[config.mk]
export PLATFORM = sky130hd
export DESIGN_NAME = mem_stage_flat
export DESIGN_NICKNAME = d
export VERILOG_FILES = /design/src/rtl/mem_stage_if.sv /design/src/rtl/mem_stage.sv /design/src/flat_wrapper.sv
export SDC_FILE = /design/constraint.sdc
export NUM_CORES = 1
export LEC_CHECK = 0
export ABC_AREA = 1
export CORE_ASPECT_RATIO = 1.4
export CORE_MARGIN = 2
export CORE_UTILIZATION = 32
export CTS_BUF_LIST = sky130_fd_sc_hd__clkbuf_8
export CTS_CLUSTER_DIAMETER = 30
export CTS_CLUSTER_SIZE = 16
export DETAILED_ROUTE_END_ITERATION = 12
export DONT_BUFFER_PORTS = 1
export MAX_ROUTING_LAYER = met4
export PLACE_DENSITY = 0.5
export SLEW_MARGIN = 10
export SYNTH_ARGS = -nofsm -noshare
export SYNTH_HDL_FRONTEND = slang
export SYNTH_SLANG_ARGS = --single-unit
[constraint.sdc]
create_clock -name clk -period 2 [get_ports clk]
set_clock_uncertainty 0.2 [all_clocks]
set_input_delay 0.2 -clock clk [delete_from_list [all_inputs] [get_ports clk]]
set_output_delay 0.2 -clock clk [all_outputs]
set_load 0.01 [all_outputs]
[src/rtl/mem_stage_if.sv]
// EXE -> MEM -> WB handshake, data-SRAM response and forwarding bus for mem_stage.
// Optional feature macro: MS_FWD_DATA_EN (widens ms_fwd_blk_bus to carry forward data).
interface mem_stage_if;
  localparam int unsigned ES_TO_MS_BUS_WD = 77;
  localparam int unsigned MS_TO_WS_BUS_WD = 70;
`ifdef MS_FWD_DATA_EN
  localparam int unsigned MS_FWD_BLK_BUS_WD = 39;
`else
  localparam int unsigned MS_FWD_BLK_BUS_WD = 6;
`endif

  logic                         ms_allowin;
  logic                         es_to_ms_valid;
  logic [ES_TO_MS_BUS_WD-1:0]   es_to_ms_bus;
  logic                         ws_allowin;
  logic                         ms_to_ws_valid;
  logic [MS_TO_WS_BUS_WD-1:0]   ms_to_ws_bus;
  logic                         data_sram_data_ok;
  logic [31:0]                  data_sram_rdata;
  logic [MS_FWD_BLK_BUS_WD-1:0] ms_fwd_blk_bus;

  // Stage side
  modport master (
    output ms_allowin, ms_to_ws_valid, ms_to_ws_bus, ms_fwd_blk_bus,
    input  es_to_ms_valid, es_to_ms_bus, ws_allowin, data_sram_data_ok, data_sram_rdata
  );

  // Surrounding pipeline / memory side
  modport slave (
    input  ms_allowin, ms_to_ws_valid, ms_to_ws_bus, ms_fwd_blk_bus,
    output es_to_ms_valid, es_to_ms_bus, ws_allowin, data_sram_data_ok, data_sram_rdata
  );
endinterface

[src/rtl/mem_stage.sv]
// Memory-access pipeline stage: latches EXE payload, waits for / buffers the
// data-SRAM response, aligns load data and hands the result to WB.
// Optional feature macro: MS_FWD_DATA_EN (forward data + load-block flag to ID).
module mem_stage (
  input  logic        clk,
  input  logic        resetn,
  mem_stage_if.master ms_if
);
  localparam int unsigned ES_TO_MS_BUS_WD = 77;

  logic                       ms_valid;
  logic [ES_TO_MS_BUS_WD-1:0] es_to_ms_bus_r;
  logic                       rdata_ok_r;
  logic [31:0]                rdata_r;

  logic        mem_req;
  logic        is_load;
  logic [2:0]  ld_type;
  logic [1:0]  addr_lo;
  logic        gr_we;
  logic [4:0]  dest;
  logic [31:0] alu_result;
  logic [31:0] pc;

  logic        ms_ready_go;
  logic        ms_leave;
  logic [31:0] mem_rdata;
  logic [7:0]  byte_data;
  logic [15:0] half_data;
  logic [31:0] aligned_data;
  logic [31:0] final_result;
  logic        ms_rf_wen;

  assign mem_req    = es_to_ms_bus_r[76];
  assign is_load    = es_to_ms_bus_r[75];
  assign ld_type    = es_to_ms_bus_r[74:72];
  assign addr_lo    = es_to_ms_bus_r[71:70];
  assign gr_we      = es_to_ms_bus_r[69];
  assign dest       = es_to_ms_bus_r[68:64];
  assign alu_result = es_to_ms_bus_r[63:32];
  assign pc         = es_to_ms_bus_r[31:0];

  assign ms_ready_go          = !mem_req || ms_if.data_sram_data_ok || rdata_ok_r;
  assign ms_if.ms_allowin     = !ms_valid || (ms_ready_go && ms_if.ws_allowin);
  assign ms_if.ms_to_ws_valid = ms_valid && ms_ready_go;
  assign ms_leave             = ms_if.ms_to_ws_valid && ms_if.ws_allowin;

  // Stage occupancy and payload latch
  always_ff @(posedge clk or negedge resetn) begin
    if (!resetn) begin
      ms_valid       <= 1'b0;
      es_to_ms_bus_r <= '0;
    end else begin
      if (ms_if.ms_allowin) begin
        ms_valid <= ms_if.es_to_ms_valid;
      end
      if (ms_if.es_to_ms_valid && ms_if.ms_allowin) begin
        es_to_ms_bus_r <= ms_if.es_to_ms_bus;
      end
    end
  end

  // Hold the data_ok response while WB stalls; cleared when the entry leaves
  always_ff @(posedge clk or negedge resetn) begin
    if (!resetn) begin
      rdata_ok_r <= 1'b0;
      rdata_r    <= '0;
    end else if (ms_leave) begin
      rdata_ok_r <= 1'b0;
    end else if (ms_valid && mem_req && !rdata_ok_r && ms_if.data_sram_data_ok) begin
      rdata_ok_r <= 1'b1;
      rdata_r    <= ms_if.data_sram_rdata;
    end
  end

  assign mem_rdata = rdata_ok_r ? rdata_r : ms_if.data_sram_rdata;

  // Byte/halfword lane select and sign/zero extension
  always_comb begin
    byte_data    = mem_rdata[7:0];
    half_data    = addr_lo[1] ? mem_rdata[31:16] : mem_rdata[15:0];
    aligned_data = mem_rdata;
    case (addr_lo)
      2'd1:    byte_data = mem_rdata[15:8];
      2'd2:    byte_data = mem_rdata[23:16];
      2'd3:    byte_data = mem_rdata[31:24];
      default: byte_data = mem_rdata[7:0];
    endcase
    case (ld_type)
      3'b001:  aligned_data = {{24{byte_data[7]}}, byte_data};
      3'b010:  aligned_data = {24'h0, byte_data};
      3'b011:  aligned_data = {{16{half_data[15]}}, half_data};
      3'b100:  aligned_data = {16'h0, half_data};
      default: aligned_data = mem_rdata;
    endcase
  end

  assign final_result       = is_load ? aligned_data : alu_result;
  assign ms_if.ms_to_ws_bus = {gr_we, dest, final_result, pc};
  assign ms_rf_wen          = ms_valid && gr_we;

`ifdef MS_FWD_DATA_EN
  logic ms_fwd_blk;
  assign ms_fwd_blk           = ms_valid && is_load && !ms_ready_go;
  assign ms_if.ms_fwd_blk_bus = {ms_rf_wen, dest, ms_fwd_blk, final_result};
`else
  assign ms_if.ms_fwd_blk_bus = {ms_rf_wen, dest};
`endif

endmodule

[src/flat_wrapper.sv]
// flat-port wrapper written by rule: the top's interface ports become plain ports
module mem_stage_flat 
  (clk, resetn, ms_if_ms_allowin, ms_if_ms_to_ws_valid, ms_if_ms_to_ws_bus, ms_if_ms_fwd_blk_bus, ms_if_es_to_ms_valid, ms_if_es_to_ms_bus, ms_if_ws_allowin, ms_if_data_sram_data_ok, ms_if_data_sram_rdata);
  mem_stage_if ms_if_i ();
  input  logic clk;
  input  logic resetn;
  output wire logic [$bits(ms_if_i.ms_allowin)-1:0] ms_if_ms_allowin;
  output wire logic [$bits(ms_if_i.ms_to_ws_valid)-1:0] ms_if_ms_to_ws_valid;
  output wire logic [$bits(ms_if_i.ms_to_ws_bus)-1:0] ms_if_ms_to_ws_bus;
  output wire logic [$bits(ms_if_i.ms_fwd_blk_bus)-1:0] ms_if_ms_fwd_blk_bus;
  input wire logic [$bits(ms_if_i.es_to_ms_valid)-1:0] ms_if_es_to_ms_valid;
  input wire logic [$bits(ms_if_i.es_to_ms_bus)-1:0] ms_if_es_to_ms_bus;
  input wire logic [$bits(ms_if_i.ws_allowin)-1:0] ms_if_ws_allowin;
  input wire logic [$bits(ms_if_i.data_sram_data_ok)-1:0] ms_if_data_sram_data_ok;
  input wire logic [$bits(ms_if_i.data_sram_rdata)-1:0] ms_if_data_sram_rdata;
  assign ms_if_ms_allowin = ms_if_i.ms_allowin;
  assign ms_if_ms_to_ws_valid = ms_if_i.ms_to_ws_valid;
  assign ms_if_ms_to_ws_bus = ms_if_i.ms_to_ws_bus;
  assign ms_if_ms_fwd_blk_bus = ms_if_i.ms_fwd_blk_bus;
  assign ms_if_i.es_to_ms_valid = ms_if_es_to_ms_valid;
  assign ms_if_i.es_to_ms_bus = ms_if_es_to_ms_bus;
  assign ms_if_i.ws_allowin = ms_if_ws_allowin;
  assign ms_if_i.data_sram_data_ok = ms_if_data_sram_data_ok;
  assign ms_if_i.data_sram_rdata = ms_if_data_sram_rdata;
  mem_stage u_core (.clk(clk), .resetn(resetn), .ms_if(ms_if_i));
endmodule
### Word-level counts from Yosys, hierarchy flattened

Index checks and enable logic that the tools add are counted.
W data, S select, Z words.

* add/sub/neg operators: 0
* multiply operators: 0
* divide/modulo/power cells: 0
* order comparisons: 0
* equal/unequal tests: 7
* shift-type cells: 0
* multiplexer cells: 7
* bitwise gates (word level): 1
* reductions and logical operators: 16

Operator list (count)
* $pmux W32 S4: 1
* $mux W32: 2
* $pmux W8 S3: 1
* $mux W16: 1
* $logic_and A1 B1 Y1: 8
* $eq A3 B2 Y1 const B: 2
* $eq A2 B2 Y1 const B: 2
* $eq A3 B1 Y1 const B: 1
* $eq A3 B3 Y1 const B: 1
* $logic_not A1 Y1: 3
* $logic_or A1 B1 Y1: 3
* $eq A2 B1 Y1 const B: 1
* $mux W1: 2
* $reduce_and A2 Y1: 1
* $reduce_bool A2 Y1: 1
* $not A1 Y1: 1

* register bits: 111
* bits in latches: 0
* RAM bits: 0
* memory bits (read-only): 0
* input bits: 114
* output and inout port bits: 78
* word-level logic and storage cells: 35
* memories: 0

### Logic depth before layout (Yosys ltp)

* word-level depth: 7
* mapped depth: 13
* gate-level depth less buffers: 11

### Worst setup path before layout

No wires, ideal clock.

* kind: register to output
* start: reg u_core.es_to_ms_bus_r[71]
* end: out ms_if_ms_to_ws_bus[51]
* arrival time: 1.404 ns
* slack: 0.196 ns
* stages on the path, launching flop included: 10
* path buffers: 2
* path through: dfrtp_1 > buf_6 > nor2_4 > inv_2 > or2_4 > nand3_4 > buf_6 > nand3_1 > nand2_1 > inv_1

* cells in the longest elaborated chain, start to end: 4

Ends and longest elaborated chain
* start, declared: RTL line mem_stage.sv:12 `logic [ES_TO_MS_BUS_WD-1:0] es_to_ms_bus_r;`
* start signal, assigned: RTL line mem_stage.sv:58 `es_to_ms_bus_r <= ms_if.es_to_ms_bus;`
* $eq A2 B2 Y1 or $eq A2 B1 Y1 (tied branches): RTL line mem_stage.sv:83 `case (addr_lo)`
* $pmux W8 S3: RTL line mem_stage.sv:83
* $pmux W32 S4 *: RTL line mem_stage.sv:89 `case (ld_type)`
* $mux W32 *: RTL line mem_stage.sv:98 `assign final_result = is_load ? aligned_data : alu_result;`
* end, declared: RTL line flat_wrapper.sv:9 `output wire logic [$bits(ms_if_i.ms_to_ws_bus)-1:0] ms_if_ms_to_ws_bus;`

Mark *: on every way between the ends. The rest lies on a longest branch, timed or not.

### Worst setup path after layout

* start: reg u_core.rdata_ok_r
* end: out ms_if_ms_to_ws_bus[37]

* cells in the longest elaborated chain, start to end: 4

Ends and longest elaborated chain
* start, declared: RTL line mem_stage.sv:13 `logic rdata_ok_r;`
* start signal, assigned: RTL line mem_stage.sv:66 `rdata_ok_r <= 1'b0;`
* start signal, assigned: RTL line mem_stage.sv:69 `rdata_ok_r <= 1'b0;`
* start signal, assigned: RTL line mem_stage.sv:71 `rdata_ok_r <= 1'b1;`
* $mux W32 *: RTL line mem_stage.sv:76 `assign mem_rdata = rdata_ok_r ? rdata_r : ms_if.data_sram_rdata;`
* $pmux W8 S3 or $mux W16 (tied branches): RTL line mem_stage.sv:83, mem_stage.sv:81
* $pmux W32 S4 *: RTL line mem_stage.sv:89
* $mux W32 *: RTL line mem_stage.sv:98

Marked as above.

==> results.md <==
- The flow ran to the end, but the final reports show violations.
- The final reports fail on hold timing, setup timing.
- Global routing used 18.7% of the available tracks.
- After synthesis, the cell types taking the most area are sky130_fd_sc_hd__dfrtp_1 43%, sky130_fd_sc_hd__nand2_1 12%, sky130_fd_sc_hd__mux2_2 11%.
- The final standard cell utilization of the core is 44.0%.
- For this run, design rule violations remaining after detail routing come to 0.
- The upper clock frequency limit is 413 MHz.
- The worst setup path is captured at a primary output.
- The congestion estimate from routability-driven global placement came to 0.845.
- The netlist uses 26 different library cells.
- In this run the critical register-to-register path is captured at u_core.es_to_ms_bus_r[65].
- The setup slack of the most critical reg-to-reg path is -60 ps.
- The largest single stage delay on the critical path is 420 ps.
- The pre-CTS setup slack is -174 ps.
- The row count is 61.
- For the pin with the worst max-slew slack, the measured transition is 412 ps.
- The worst voltage drop across the vdd grid is 496 uV.
- sky130_fd_sc_hd__nand2_1 is the most common cell in the netlist.
- The sequential cell area is 2780 sq um.
- The start point of the critical path is u_core.rdata_ok_r.
- In this run the cell area measured after placement is 6800 sq um.
- After detailed routing, the average wire length per cell comes to 16.3 um.
- The fraction of layout cells with a size suffix above 1 is 29.0%.
- The footprint of the multi-input gates is 2970 sq um.
- The min-delay analysis places its worst path in the category in -> async.
- After global routing the overflow that remains totals 0.
- The synthesized cell area is 6470 sq um.
- On the final layout, the worst hold slack is -736 ps.
- In the finished design, the share of the clock period the worst path needs comes to 121%.
- Across all layers, the routed design uses 5424 vias.
- The relative max-transition margin is 72.2%.
- For this configuration, the core starts out at a cell density of 32.6%.
- The cell at the slowest stage of the critical path is sky130_fd_sc_hd__dfrtp_1.
- The total number of H-tree levels is 3.
- The number of fillers in the final layout is 1985.
- The number of max-slew violations in the final report was 0.
- The core region is 19800 sq um.
- Clock-pin slew was measured on the worst setup and hold paths at 120 ps.
- The number of global-route vias before repair was 5461.
- The number of standard cells after synthesis is 787.
- For this run, the leading register cell type out of synthesis is sky130_fd_sc_hd__dfrtp_1.
- The global-route wire length before repair is 28.9 mm.
- The wire length after detailed routing is 19.0 mm.
- The final non-filler cell area is 8740 sq um.
- The max-cap violation count is 0.
- The number of failing setup endpoints in the final timing report is 50.
- In this run the worst path has a maximum fanout of 17.
- The final count of hold timing violations is 111.
- The synthesis-to-layout area growth is 35.2%.
- Buffers placed on the I/O ports in this run total 0.
- The number of buffers created by CTS is 9.
- The clock drives 111 sinks.
- Using the TritonRoute via totals, the vias-per-cell ratio works out to 4.63.
- The clock passes through at most 2 buffers.
- The master cell of the clock root buffer is sky130_fd_sc_hd__clkbuf_8.
- The completed layout was analyzed and its total power is 10900 uW.
- The synthesized design contains 111 register bits.
- The y dimension of the die is 172 um.
- The cell family contributing the most delay on the critical path is buffers and inverters.
- TritonCTS built the clock tree.
- Once detail routing completed, the nets flagged for antenna violations numbered 0.
- After routing, the total negative slack on setup checks comes to -12250 ps.
- The share of synthesized flip-flops with an asynchronous set or reset is 100%.
- A synthesized cell averages 8.22 sq um.
- The type of element launching the critical path is a flop.
- The cell depth of the worst setup path is 11.
- The classification of the worst setup path is reg -> out.
- After synthesis, the most frequently instantiated cells are 209 x sky130_fd_sc_hd__nand2_1, 111 x sky130_fd_sc_hd__dfrtp_1, 98 x sky130_fd_sc_hd__inv_1.
- In the final design database the tool counted 1030 nets.
- The signal on the critical path passes through buf_12, buf_4, nand2_1, o21ai_1, buf_4, a21oi_1, nand3_1, nand2_1, nand2_1, nand2_1, nand2_1.
- The worst register-to-register path begins at u_core.rdata_ok_r.
- The number of antenna violations at the first check in global routing came to 0.
- The cell depth of the worst flop-to-flop path is 9.
- The combined buffer and inverter count along the critical path is 3.
- The HPWL after detailed placement is 12.8 mm.
- The endpoint required time on the critical path is 1600 ps.
- The power per cell area is 1240 nW/um^2.
- The number of nets handed over by synthesis was 901.
- Before antenna repair, the detailed router went through 6 iterations.
- In this design, the critical path's most frequently occurring cell is sky130_fd_sc_hd__nand2_1.
- In this run, synthesis inferred 0 flip-flops with an integrated enable.
- The die is 124 um wide.
- The data arrival time of the critical path is 2020 ps.
- For this design the static power due to leakage is 0.00428 uW.
- The count of hold buffers inserted by post-cts repair is 112.
- The clock latency on the worst-skew pair is 410 ps.
- For this run, the number of Yosys warnings is 0.
- The number of primary I/O pins is 192.
- The worst-case setup margin in the final layout is -423 ps.
- For the finished layout, the period the worst path requires is 2420 ps.
- Summing the sequential cell areas from Yosys gives 42.9% of the chip area.
- The last element of the critical path is ms_if_ms_to_ws_bus[37].
- The maximum number of pins on one net before global-route repair is 112.
- Setup repair after global routing could not meet its margin everywhere.
- The number of antenna cells inserted is 0.
- After the first detailed-routing iteration, the DRC count stood at 273.
- The biggest area consumer among synthesized cells is sky130_fd_sc_hd__dfrtp_1.
- The share of Yosys cell area claimed by the top area cell type is 42.9%.
- The floorplan die area is 21400 sq um.
-- placed cells by master, fill, tap and decap left out, types with 2 or more instances in the layout --
| cell type | Yosys | routed |
|---|---|---|
| sky130_fd_sc_hd__clkbuf_16 | 0 | 2 |
| sky130_fd_sc_hd__clkinv_4 | 0 | 2 |
| sky130_fd_sc_hd__dfrtp_1 | 111 | 109 |
| sky130_fd_sc_hd__dfrtp_2 | 0 | 2 |
| sky130_fd_sc_hd__buf_12 | 0 | 11 |
| sky130_fd_sc_hd__a21oi_2 | 0 | 9 |
| sky130_fd_sc_hd__buf_8 | 0 | 4 |
| sky130_fd_sc_hd__o21ai_1 | 1 | 16 |
| sky130_fd_sc_hd__nor2_4 | 4 | 7 |
| sky130_fd_sc_hd__mux2_1 | 12 | 12 |
| sky130_fd_sc_hd__inv_6 | 0 | 2 |
| sky130_fd_sc_hd__nand2_4 | 1 | 3 |
| sky130_fd_sc_hd__a21oi_1 | 22 | 12 |
| sky130_fd_sc_hd__nor2_1 | 35 | 23 |
| sky130_fd_sc_hd__o21ai_0 | 71 | 47 |
| sky130_fd_sc_hd__o21ai_2 | 0 | 5 |
| sky130_fd_sc_hd__inv_1 | 98 | 83 |
| sky130_fd_sc_hd__nand3_4 | 1 | 2 |
| sky130_fd_sc_hd__buf_6 | 13 | 4 |
| sky130_fd_sc_hd__nand2_2 | 3 | 12 |
| sky130_fd_sc_hd__nand3_1 | 48 | 40 |
| sky130_fd_sc_hd__dlygate4sd3_1 | 0 | 111 |
| sky130_fd_sc_hd__nand2_1 | 209 | 197 |
| sky130_fd_sc_hd__mux2_2 | 64 | 64 |
| sky130_fd_sc_hd__o21ai_4 | 0 | 4 |
| sky130_fd_sc_hd__nand3_2 | 0 | 7 |
| sky130_fd_sc_hd__buf_4 | 47 | 63 |
| sky130_fd_sc_hd__nor2_2 | 1 | 10 |
| sky130_fd_sc_hd__clkbuf_8 | 0 | 9 |
| sky130_fd_sc_hd__inv_2 | 4 | 18 |
| sky130_fd_sc_hd__or2_2 | 16 | 16 |
| sky130_fd_sc_hd__buf_16 | 0 | 3 |
-- cell families (layout without fill, tap and decap cells) --
| kind of cell | after synthesis | count (layout) | synth area share (%) |
|---|---|---|---|
| simple gates | 321 | 321 | 21.4 |
| compound gates | 95 | 95 | 7.39 |
| mux | 76 | 76 | 13.2 |
| buf+inv | 184 | 317 | 15.1 |
| flops | 111 | 111 | 42.9 |
-- registers in the layout, indices dropped and copies added, names as in the netlist --
name,count
u_core.es_to_ms_bus_r,77
u_core.rdata_r,32
u_core.ms_valid,1
u_core.rdata_ok_r,1
-- layout make-up --
type	count	share of cell area, %
clock buffers	9	1.42
well taps	252	3.61
repair buffers	200	23.9
clock inverters	6	0.802
flip-flops and latches	111	31.8
multi-input cells	492	34.0
inverters	102	4.49
-- routing by layer --
layer,part of all wire (%),vias to the layer above,GRT usage [%]
met5,0,-,-
met4,3.2,0,8.55
met3,3.6,30,1.78
met2,52,150,31.7
met1,41,2562,22.2
li1,-,2682,-
-- power breakdown --
| group | switching [uW] | internal, uW | leakage, uW |
|---|---|---|---|
| logic | 3110 | 2700 | 0.00287 |
| clock network | 856 | 585 | 0.0000990 |
| registers | 606 | 3010 | 0.00131 |
-- worst min-delay path by stage --
stage,from,to,slack [ps],cells after the start
6_report,resetn,u_core.es_to_ms_bus_r[6],-740,0
3_5_place_dp,resetn,u_core.es_to_ms_bus_r[6],-290,0
5_1_grt,resetn,u_core.es_to_ms_bus_r[3],-760,0
4_1_cts,resetn,u_core.es_to_ms_bus_r[6],-760,0
3_3_place_gp,resetn,u_core.es_to_ms_bus_r[3],-290,0
2_1_floorplan,resetn,u_core.es_to_ms_bus_r[0],-300,0
-- metrics by stage --
step	hold WS, ps	cells
floorplan	-296	787
global placement	-294	1025
detailed placement	-292	1025
CTS	-759	1166
global route	-756	1172
finish	-736	1172
-- repair_timing --
item                       4_1_cts  5_1_grt
setup endpoints to repair      100      135
setup buffers                   11        4
pin swaps                        2        5
hold endpoints to repair       222      111
resized for setup               68       62
gates cloned                     3        2
Note: power is estimated with default switching activity, not from simulation.
